$ cat src/rtl/audio_addr_pkg.sv
// Shared types for the audio playback address generator.
package audio_addr_pkg;

  typedef enum logic [1:0] {
    RUN    = 2'd0,
    PAUSED = 2'd1,
    DONE   = 2'd2
  } state_t;

  localparam int unsigned SPEED_W = 2;

endpackage

$ cat src/rtl/sync_edge_detect.sv
// Two-flop synchroniser for an asynchronous strobe, followed by a registered
// rising-edge pulse (one clk wide, three cycles after the input edge).
module sync_edge_detect (
  input  logic clk,
  input  logic reset,
  input  logic async_in,
  output logic pulse
);

  logic sync_1;
  logic sync_2;
  logic sync_d;

  always_ff @(posedge clk) begin
    if (reset) begin
      sync_1 <= 1'b0;
      sync_2 <= 1'b0;
      sync_d <= 1'b0;
      pulse  <= 1'b0;
    end else begin
      sync_1 <= async_in;
      sync_2 <= sync_1;
      sync_d <= sync_2;
      pulse  <= sync_2 & ~sync_d;
    end
  end

endmodule

$ cat src/rtl/audio_addr_gen.sv
// Playback address generator: steps curr_addr through [START_ADDR, END_ADDR]
// once per sample tick. Define AUDIO_ADDR_GEN_SPEED_EN to add the speed port.
module audio_addr_gen
  import audio_addr_pkg::*;
#(
  parameter int unsigned       ADDR_W     = 23,
  parameter logic [ADDR_W-1:0] START_ADDR = '0,
  parameter logic [ADDR_W-1:0] END_ADDR   = ADDR_W'(23'h7FFFF),
  parameter int unsigned       STEP       = 1
) (
  input  logic              clk,
  input  logic              reset,
  input  logic              sample_tick_in,
  input  logic              forward,
  input  logic              pause,
  input  logic              restart,
  input  logic              loop_en,
`ifdef AUDIO_ADDR_GEN_SPEED_EN
  input  logic [SPEED_W-1:0] speed,
`endif
  output logic [ADDR_W-1:0] curr_addr,
  output logic              addr_strobe,
  output logic              wrap,
  output logic              done
);

  localparam int unsigned EXT_W = ADDR_W + 1;

  state_t              state_q;
  state_t              state_d;
  logic [ADDR_W-1:0]   addr_d;
  logic                strobe_d;
  logic                wrap_d;
  logic                tick;

  logic [EXT_W-1:0]    step_ext;
  logic [EXT_W-1:0]    cur_ext;
  logic [EXT_W-1:0]    start_ext;
  logic [EXT_W-1:0]    end_ext;
  logic [EXT_W-1:0]    sum_ext;
  logic [ADDR_W-1:0]   diff_addr;
  logic                fwd_ok;
  logic                rev_ok;

  sync_edge_detect u_tick_sync (
    .clk      (clk),
    .reset    (reset),
    .async_in (sample_tick_in),
    .pulse    (tick)
  );

`ifdef AUDIO_ADDR_GEN_SPEED_EN
  assign step_ext = EXT_W'(STEP) << speed;
`else
  assign step_ext = EXT_W'(STEP);
`endif

  // One extra bit keeps the boundary compares free of wraparound.
  assign cur_ext   = {1'b0, curr_addr};
  assign start_ext = {1'b0, START_ADDR};
  assign end_ext   = {1'b0, END_ADDR};
  assign sum_ext   = cur_ext + step_ext;
  assign diff_addr = curr_addr - ADDR_W'(step_ext);
  assign fwd_ok    = (sum_ext <= end_ext);
  assign rev_ok    = (cur_ext >= (start_ext + step_ext));

  // Next-state and next-output logic.
  always_comb begin
    state_d  = state_q;
    addr_d   = curr_addr;
    strobe_d = 1'b0;
    wrap_d   = 1'b0;
    if (restart) begin
      addr_d   = forward ? START_ADDR : END_ADDR;
      strobe_d = 1'b1;
      state_d  = pause ? PAUSED : RUN;
    end else begin
      case (state_q)
        RUN: begin
          if (pause) begin
            state_d = PAUSED;
          end else if (tick) begin
            if (forward) begin
              if (fwd_ok) begin
                addr_d   = sum_ext[ADDR_W-1:0];
                strobe_d = 1'b1;
                if (!loop_en && (sum_ext == end_ext)) state_d = DONE;
              end else if (loop_en) begin
                addr_d   = START_ADDR;
                strobe_d = 1'b1;
                wrap_d   = 1'b1;
              end else begin
                addr_d   = END_ADDR;
                strobe_d = (curr_addr != END_ADDR);
                state_d  = DONE;
              end
            end else begin
              if (rev_ok) begin
                addr_d   = diff_addr;
                strobe_d = 1'b1;
                if (!loop_en && (diff_addr == START_ADDR)) state_d = DONE;
              end else if (loop_en) begin
                addr_d   = END_ADDR;
                strobe_d = 1'b1;
                wrap_d   = 1'b1;
              end else begin
                addr_d   = START_ADDR;
                strobe_d = (curr_addr != START_ADDR);
                state_d  = DONE;
              end
            end
          end
        end
        PAUSED: begin
          if (!pause) state_d = RUN;
        end
        DONE: begin
          state_d = DONE;
        end
        default: begin
          state_d = RUN;
        end
      endcase
    end
  end

  always_ff @(posedge clk) begin
    if (reset) begin
      state_q     <= RUN;
      curr_addr   <= START_ADDR;
      addr_strobe <= 1'b0;
      wrap        <= 1'b0;
      done        <= 1'b0;
    end else begin
      state_q     <= state_d;
      curr_addr   <= addr_d;
      addr_strobe <= strobe_d;
      wrap        <= wrap_d;
      done        <= (state_d == DONE);
    end
  end

endmodule

$ cat config.mk
export PLATFORM = sky130hd
export DESIGN_NAME = audio_addr_gen
export DESIGN_NICKNAME = d
export VERILOG_FILES = /design/src/rtl/audio_addr_pkg.sv /design/src/rtl/sync_edge_detect.sv /design/src/rtl/audio_addr_gen.sv
export SDC_FILE = /design/constraint.sdc
export NUM_CORES = 1
export LEC_CHECK = 0
export CAP_MARGIN = 20
export CORE_ASPECT_RATIO = 0.9
export CORE_MARGIN = 2
export CORE_UTILIZATION = 40
export CTS_BUF_LIST = sky130_fd_sc_hd__clkbuf_16
export DETAILED_ROUTE_END_ITERATION = 10
export PLACE_DENSITY = 0.66
export SYNTH_ARGS = -nofsm -noshare
export SYNTH_HDL_FRONTEND = slang
export SYNTH_SLANG_ARGS = --single-unit
$ cat constraint.sdc
create_clock -name clk -period 6.2 [get_ports clk]
set_input_delay 0.93 -clock clk [delete_from_list [all_inputs] [get_ports clk]]
set_output_delay 0.93 -clock clk [all_outputs]
set_load 0.03 [all_outputs]
; After elaboration in Yosys (flattened, before gate mapping)
; Index checks and enable logic that the tools add are counted.
[totals]
regBits = 32
inputBits = 7
[op_classes]
add_sub_neg = 2
magnitude_cmp = 2
eq_ne = 6
mux = 35
bitwise_logic = 4
reduce_logical = 10
[op_table]
columns = op, count
row1 = $mux 23, 7
row2 = $mux 19, 3
row3 = $add 23x1->24 const B, 1
row4 = $eq 24x19->1 const B, 1
row5 = $le 24x19->1 const B, 1
row6 = $ge 23x1->1 const B, 1
row7 = $logic_not 23->1, 1
row8 = $ne 23x19->1 const B, 1
row9 = $reduce_bool 23->1, 1
row10 = $sub 23x1->23 const B, 1
row11 = $mux 2, 10
row12 = $mux 1, 14
row13 = $pmux 2 s3, 1
row14 = $reduce_or 5->1, 1
row15 = $eq 2x2->1 const B, 2
row16 = $reduce_bool 2->1, 2
row17 = $not 1->1, 3
row18 = $reduce_and 3->1, 1
row19 = $eq 2x1->1 const B, 1
row20 = $logic_and 1x1->1, 2
row21 = $logic_not 2->1, 1
row22 = $ne 2x1->1 const B, 1
row23 = $and 1x1->1, 1
row24 = $logic_not 1->1, 1

; Longest topological paths before layout
; Gate-level depths: netlist (run 1).
[logic_depth]
ltp_word = 11
ltp_mapped = 11
depth_no_buf = 9

; By module
; From an unflattened synthesis (run 1), not the netlist that was laid out.
[unflattened]
cells_unflattened = 364
hier_area_um2 = 2661.3
[modules_own_cells]
columns = module, n_inst, cells_each, area_each_um2
row1 = audio_addr_gen, 1, 356, 2549.9
row2 = sync_edge_detect, 1, 8, 111.4

; Least setup slack after synthesis (run 1)
; No wires, ideal clock.
[synth_path]
path_kind = register -> register
startpoint = reg curr_addr[0]
endpoint = reg addr_strobe
arrival_ns = 2.664
setup_slack_ns = 3.408
stages_incl_launch_ff = 9
period_less_slack_ns = 2.792
cell_sequence = dfxtp_1 > ha_1 > nand3_1 > nor4_2 > nand3_1 > or2_2 > or4_1 > a31oi_1 > nor2_1
[synth_via]
elab_chain_len = 8
elab_cells_between_ends = 14
cone_classes = add/sub: 1 / order compare: 2 / eq/ne: 1 / mux: 9 / reduce/logical: 1
[synth_lines]
columns = element, line
row1 = "start, declared", audio_addr_gen.sv:21  ; output logic [ADDR_W-1:0] curr_addr,
row2 = "start signal, assigned", audio_addr_gen.sv:136  ; curr_addr <= addr_d;
row3 = "$add 23x1->24, or another cell as far along", audio_addr_gen.sv:62  ; assign sum_ext = cur_ext + step_ext;
row4 = "$le 24x19->1, or another cell as far along", audio_addr_gen.sv:64  ; assign fwd_ok = (sum_ext <= end_ext);
row5 = $mux 1 (on tied branches), "audio_addr_gen.sv:84, audio_addr_gen.sv:98"
row6 = $mux 1 *, audio_addr_gen.sv:83  ; if (forward) begin
row7 = $mux 1 *, audio_addr_gen.sv:82  ; end else if (tick) begin
row8 = $mux 1 *, audio_addr_gen.sv:80  ; if (pause) begin
row9 = $mux 1 *, audio_addr_gen.sv:78  ; case (state_q)
row10 = $mux 1 *, audio_addr_gen.sv:73  ; if (restart) begin
row11 = "end signal, assigned", audio_addr_gen.sv:137  ; addr_strobe <= strobe_d;
row12 = "end, declared", audio_addr_gen.sv:22  ; output logic addr_strobe,
; Every way passes the cells marked *; elsewhere a longest branch is shown, timed or not.
; A chain may end at the register's enable or synchronous reset.

; Final worst setup path (run 1)
[layout_path]
startpoint = in pause
endpoint = reg curr_addr[4]
[layout_via]
elab_chain_len = 2
[layout_lines]
columns = element, line
row1 = "start, declared", audio_addr_gen.sv:15  ; input logic pause,
row2 = $ne 2x1->1 (no line), -
row3 = $reduce_and 3->1 (no line), -
; No other way between the ends.

==> metrics.txt, run 1 <==
status=finished clean; Post-Synthesis Cells=407; largest net degree at the start of global routing=21; Post-Syn Area=2940 um^2; Yosys top cell area share=21.8%; worst hold endpoint=u_tick_sync.pulse; clock sink count=32; DR vias=3239; crit path capture type=register; fmax=0.280 GHz; Num CTS Buffers=5; DR pass1 iterations=5; combinational power share=24.0%; Worst Path Required=6.35 ns; GP Congestion=0.896; switching power=241 uW; Peak supply drop=0.0807 mV; vias in the first global route=2853; CP Launch Type=primary input; path depth of the worst reg2reg path=9; worst slew pin tran=0.982 ns; r2r setup slk=2.84 ns; clock root cell=clkbuf_16; initial antenna violation count=0; max-slew violations=0; # rows=29; drc violations=0; routed wire length=9.03 mm; GR Util All Layers=22.7%; internal power=477 uW; Crit Reg-Reg Endpoint=curr_addr[11]; CP arrival=3.72 ns; Vias/cell=6.43; die height=85.3 um; Crit. Startpoint=pause; worst skew pair latency=0.28 ns; Synth cell types=68; Net count, final=421; PwrDens=212 nW/um^2; wire per inst=17.9 um; Leakage=0.00109 uW; Mapped Nets=418; EDFF count, synth=0; full die area=8040 um^2; Worst slew margin=34.6%; fin cells=504; Hold Vio Cnt, Final=0; hold path cells=1; Fin Setup TNS=0 ns; Area Growth Syn to Fin=15.1%; CP Class=in2reg; post-synthesis sequential area ratio=21.8%; CTS Buffer Depth=2; CTS tree=built; Async S/R FF share, synth=0%; Clk pwr share=40.0%; IO Count=33; Remaining Overflow, GRT=0; dominant cells by area after synthesis=dfxtp_1 22%, nor2_1 5.5%, o21ai_0 4.9%; port buffer count=32; hold_sp=u_tick_sync.sync_d; Synth Flop Type=dfxtp_1; largest area contributor in the netlist=dfxtp_1; share of cells above drive strength 1=8.03%; width of the chip=94.3 um; minimum clock period=3.57 ns; ANT cells=0; Crit Path Max Fanout=20; Setup Fix Bufs, Post-CTS=0; dpl cells=495; final setup skew=0.0101 ns; core area=7080 um^2; # hold bufs at CTS=0; # Max-Cap Violations=0; clk slew on worst S/H paths=0.06 ns; Synth warnings=0; Synth Register Bits=32; HP Class=reg2reg; Seq pwr share=35.9%; post-route ant nets=0; Switching Fraction=33.6%; RSZ-0062 raised after global routing=no; Synth Area per Inst=7.22 um^2; Post-DP HPWL=6.25 mm; htree depth=2; Filler Cell Count=711; Setup violations, final=0; Initial Util=41.5%; Final period util=57.6%; # resized after CTS=0; DR iter-0 viols=337; R2R Path Start=curr_addr[0]; first-pass GRT wire length=14.8 mm
## Yosys cell counts (11+ instances only)
master / instances
nor4_1: 12
o21ai_0: 29
nor3_1: 17
nand2_1: 28
nand3_1: 12
dfxtp_1: 32
xnor2_1: 11
nor2_1: 43
clkbuf_1: 27
a21oi_1: 27
## registers in the layout, indices dropped and copies added, names as in the netlist
signal / flops
curr_addr: 23
state_q: 2
addr_strobe: 1
done: 1
u_tick_sync.pulse: 1
u_tick_sync.sync_1: 1
u_tick_sync.sync_2: 1
u_tick_sync.sync_d: 1
wrap: 1
## cell type report
| type | instances | area [um^2] | area share [%] |
|---|---|---|---|
| Multi-Input combinational cell | 327 | 2080 | 61.6 |
| Sequential cell | 32 | 641 | 18.9 |
| Timing Repair Buffer | 34 | 337 | 9.96 |
| Clock buffer | 5 | 125 | 3.70 |
| Tap cell | 93 | 116 | 3.44 |
| Clock inverter | 3 | 42.5 | 1.26 |
| Inverter | 10 | 37.5 | 1.11 |
## stage by stage
step                      hold WS (ns)  setup slack (ns)  util [%]  cell area, um^2  power, uW
after floorplan                  0.367              3.41         -             2940        380
after global placement           0.372              2.44      45.2             3200        428
after detailed placement         0.387              2.37      45.3             3210        430
after CTS                        0.395              2.66      47.7             3380        716
after global routing             0.422              2.40      47.8             3380        749
final                            0.394              2.63      47.8             3380        718
## routing by layer
layer | vias up | track usage [%] | part of all wire, %
li1 | 1534 | - | -
met1 | 1530 | 33.1 | 47
met2 | 155 | 33.8 | 43
met3 | 20 | 3.46 | 7.1
met4 | 0 | 7.91 | 2.6
met5 | - | 0 | 0
## cell families after synthesis
kind of cell / share of synthesized area (%)
simple gates: 34.2
fa+ha+maj: 1.70
buf+inv: 7.29
mux: 0.767
compound gates: 28.0
xor+xnor: 6.26
flops: 21.8
## cells in the final DEF, fill, tap and decap left out, types with 3 or more instances in the layout
cell type and n:
o31ai_1 3, nor2b_1 5, clkdlybuf4s50_1 32, a31oi_1 10
nand3_1 12, o21ai_0 29, or2_2 4, nor2_1 43
ha_1 4, nor3_1 17, a22oi_1 4, o22ai_1 3
or4_1 6, o221a_2 3, and3_1 4, nor4_1 12
o21a_1 3, nand3b_1 4, o21ai_1 5, nand4b_1 5
a21oi_1 27, xnor2_1 11, clkbuf_16 5, dfxtp_1 32
or3_1 8, nand2_1 28, a211oi_1 7, xor2_1 10
nand4_1 10, inv_1 10
## critical path, cell delays in order
cell	delay [ns]
clkdlybuf4s50_1	0.42
or4b_2	0.79
nand2_1	0.58
o21ai_0	0.19
a31oi_1	0.37
o31ai_1	0.16
a211oi_1	0.20
nor3_1	0.08
## power by group through the flow
stage | logic [uW] | registers (uW) | clock network [uW]
final | 172 | 258 | 287
after global routing | 187 | 262 | 300
after global placement | 167 | 260 | 0
after CTS | 170 | 256 | 290
after floorplan | 129 | 251 | 0
after detailed placement | 169 | 261 | 0
## worst max-delay path by stage
stage / cells past startpoint / slack, ns / end
after floorplan: 8 / 3.41 / addr_strobe
after global placement: 8 / 2.44 / curr_addr[4]
after detailed placement: 8 / 2.37 / curr_addr[4]
after CTS: 8 / 2.66 / curr_addr[4]
after global routing: 8 / 2.40 / curr_addr[4]
final: 8 / 2.63 / curr_addr[4]
(Power assumes the default switching activity.)
==> run 2: changes to the inputs <==
--- a/config.mk
+++ b/config.mk
@@ -11,7 +11,7 @@
 export CORE_UTILIZATION = 40
 export CTS_BUF_LIST = sky130_fd_sc_hd__clkbuf_16
 export DETAILED_ROUTE_END_ITERATION = 10
-export PLACE_DENSITY = 0.66
+export PLACE_DENSITY = 0.68
 export SYNTH_ARGS = -nofsm -noshare
 export SYNTH_HDL_FRONTEND = slang
 export SYNTH_SLANG_ARGS = --single-unit
==> constraint.sdc (replaced) <==
create_clock -name clk -period 3.04 [get_ports clk]
set_input_delay 0.456 -clock clk [delete_from_list [all_inputs] [get_ports clk]]
set_output_delay 0.456 -clock clk [all_outputs]
set_load 0.03 [all_outputs]
==> metrics.txt, run 2 (synthesis gave the netlist of run 1 again) <==
worst skew pair latency=0.28 ns (about the same); Fin Setup TNS=0 ns (unchanged); wire per inst=18.3 um (+2.4%); Setup violations, final=0 (unchanged); max-slew violations=0 (unchanged); CTS Buffer Depth=2 (unchanged); full die area=8040 um^2 (unchanged); final setup skew=0.00623 ns (-0.00387 ns); Initial Util=41.5% (unchanged); first-pass GRT wire length=15.8 mm (+6.9%); CP Launch Type=register; critical path cell sequence=or4_1 > nor4_1 > a31oi_1 > a311oi_4 > buf_4 > o21a_4 > o21ai_1 > o221a_1; leading cell type in the layout, fill and taps excluded=nor2_1; CP arrival=2.93 ns (-0.79 ns); crit-path leading delay family=compound AO/OA/AOI/OAI gates; Leakage=0.00129 uW (+18%); hold path cells=1 (unchanged); Filler Cell Count=693 (-2.5%); fmax=0.362 GHz; Post-DP HPWL=7.12 mm (+14%); Remaining Overflow, GRT=0 (unchanged); IO Count=33 (unchanged); clk slew on worst S/H paths=0.06 ns (about the same); ANT cells=0 (unchanged); HP Class=reg2reg; initial antenna violation count=0 (unchanged); # rows=29 (unchanged); largest net degree at the start of global routing=20 (-4.8%); max reg flops=23 (unchanged); Num CTS Buffers=5 (unchanged); PwrDens=413 nW/um^2 (+95%); clock root cell=clkbuf_16; Worst Path Required=3.21 ns (-3.14 ns); commonest non-fill, non-tap cells in the layout=43 x nor2_1, 41 x buf_4, 32 x dfxtp_1, 32 x clkdlybuf4s50_1, 29 x o21ai_0; worst slew pin tran=0.719 ns (-0.263 ns); CP Class=reg2reg; Peak supply drop=0.325 mV (+300%); width of the chip=94.3 um (unchanged); Switching Fraction=33.4% (-0.17 points); RSZ-0062 raised after global routing=no; Final period util=90.9%; Finished Cell Area=3670 um^2 (+8.6%); peak per-stage delay on the critical path=0.58 ns (-0.21 ns); stages on the worst setup path=8 (unchanged); Area Growth Syn to Fin=25.1%; crit path capture type=register; DR vias=3442 (+6.3%); GR Util All Layers=24.8% (+2.2 points); leading registers by flop count=curr_addr: 23 flops, state_q: 2 flops; Top reg by flops=curr_addr; die height=85.3 um (unchanged); Clk pwr share=38.5% (-1.5 points); core area=7080 um^2 (unchanged); htree depth=2 (unchanged); path depth of the worst reg2reg path=8 (-1); Crit. Startpoint=curr_addr[18]; hold_sp=u_tick_sync.sync_d; CTS tree=built; Net count, final=460 (+9.3%); Worst slew margin=51.6% (+17 points); Crit Path Max Fanout=12 (-40%); placed cell area=3490 um^2 (+8.8%); port buffer count=32 (unchanged); post-route ant nets=0 (unchanged); vias in the first global route=3147 (+10%); # Max-Cap Violations=0 (unchanged); R2R Path Start=curr_addr[18]; Seq pwr share=31.3% (-4.6 points); Hold Vio Cnt, Final=0 (unchanged); drc violations=0 (unchanged); GP Congestion=0.934 (+4.2%); Vias/cell=6.34 (-1.4%); internal power=1010 uW (+110%); routed wire length=9.96 mm (+10%); # resized after CTS=0 (unchanged); status=finished clean; DR iter-0 viols=328 (-2.7%); combinational power share=30.2% (+6.2 points); Slowest cell on crit path=or4_1; clock sink count=32 (unchanged); share of cells above drive strength 1=16.0% (+8.0 points); DR pass1 iterations=8 (+3); CP Buf/Inv Count=1 (unchanged); switching power=507 uW (+110%); minimum clock period=2.76 ns
run 2: per-layer routing:
metal | part of all wire, % | routed length [um] | vias up | global-route usage (%)
met1 | 45 | 4450 | 1647 | 34.5
met3 | 8.6 | 859 | 18 | 3.82
met5 | 0 | 0 | - | 0
met2 | 45 | 4500 | 164 | 39.8
met4 | 1.5 | 153 | 0 | 7.25
li1 | - | - | 1613 | -
run 2: layout make-up:
type                    count  area (um^2)  area share (%)
multi-input cells         327         2080            56.7
flip-flops and latches     32          641            17.4
repair buffers             73          628            17.1
clock buffers               5          125            3.41
well taps                  93          116            3.17
clock inverters             3         42.5            1.16
inverters                  10         37.5            1.02
run 2: stage by stage:
stage | std cells | total power (uW) | util, % | hold WS (ns) | worst slack, ns
3_5_place_dp | 533 | 931 | 49.3 | 0.381 | 0.153
2_1_floorplan | 407 | 774 | - | 0.367 | 0.248
4_1_cts | 541 | 1520 | 51.7 | 0.389 | 0.179
6_report | 543 | 1520 | 51.9 | 0.385 | 0.278
5_1_grt | 543 | 1580 | 51.9 | 0.392 | 0.118
3_3_place_gp | 533 | 923 | 49.3 | 0.373 | 0.198
run 2: path summary, 6_finish.rpt:
check	to	slack, ns
worst min register to register	u_tick_sync.pulse	0.38
worst min-delay path	u_tick_sync.pulse	0.38
worst max register to register	curr_addr[11]	0.28
worst max-delay path	curr_addr[11]	0.28
run 2: power by group through the flow:
| stage | Clock, uW | Sequential, uW | Combinational, uW |
|---|---|---|---|
| 3_5_place_dp | 0 | 483 | 448 |
| 3_3_place_gp | 0 | 482 | 441 |
| 2_1_floorplan | 0 | 511 | 263 |
| 5_1_grt | 609 | 479 | 491 |
| 6_report | 584 | 475 | 459 |
| 4_1_cts | 592 | 474 | 450 |
run 2: worst reg2reg max path, delay by kind of cell, from the launching register on:
family	cells	cell delay, ns
compound gates	5	1.03
flops	1	0.42
buf+inv	1	0.18
simple gates	2	1.02
run 2: what timing repair did:
| action | in CTS | in global routing |
|---|---|---|
| endpoints found under the setup margin | 0 | 2 |
| hold buffers | 0 | 0 |
| setup buffers | 0 | 2 |
==> run 3: changes to the inputs <==
--- a/config.mk
+++ b/config.mk
@@ -11,6 +11,7 @@
 export CORE_UTILIZATION = 40
 export CTS_BUF_LIST = sky130_fd_sc_hd__clkbuf_16
 export DETAILED_ROUTE_END_ITERATION = 10
+export HOLD_SLACK_MARGIN = 0.06
 export PLACE_DENSITY = 0.68
 export SYNTH_ARGS = -nofsm -noshare
 export SYNTH_HDL_FRONTEND = slang
==> results of run 3 <==
The final DEF is identical to that of run 2; final timing and power are the same.
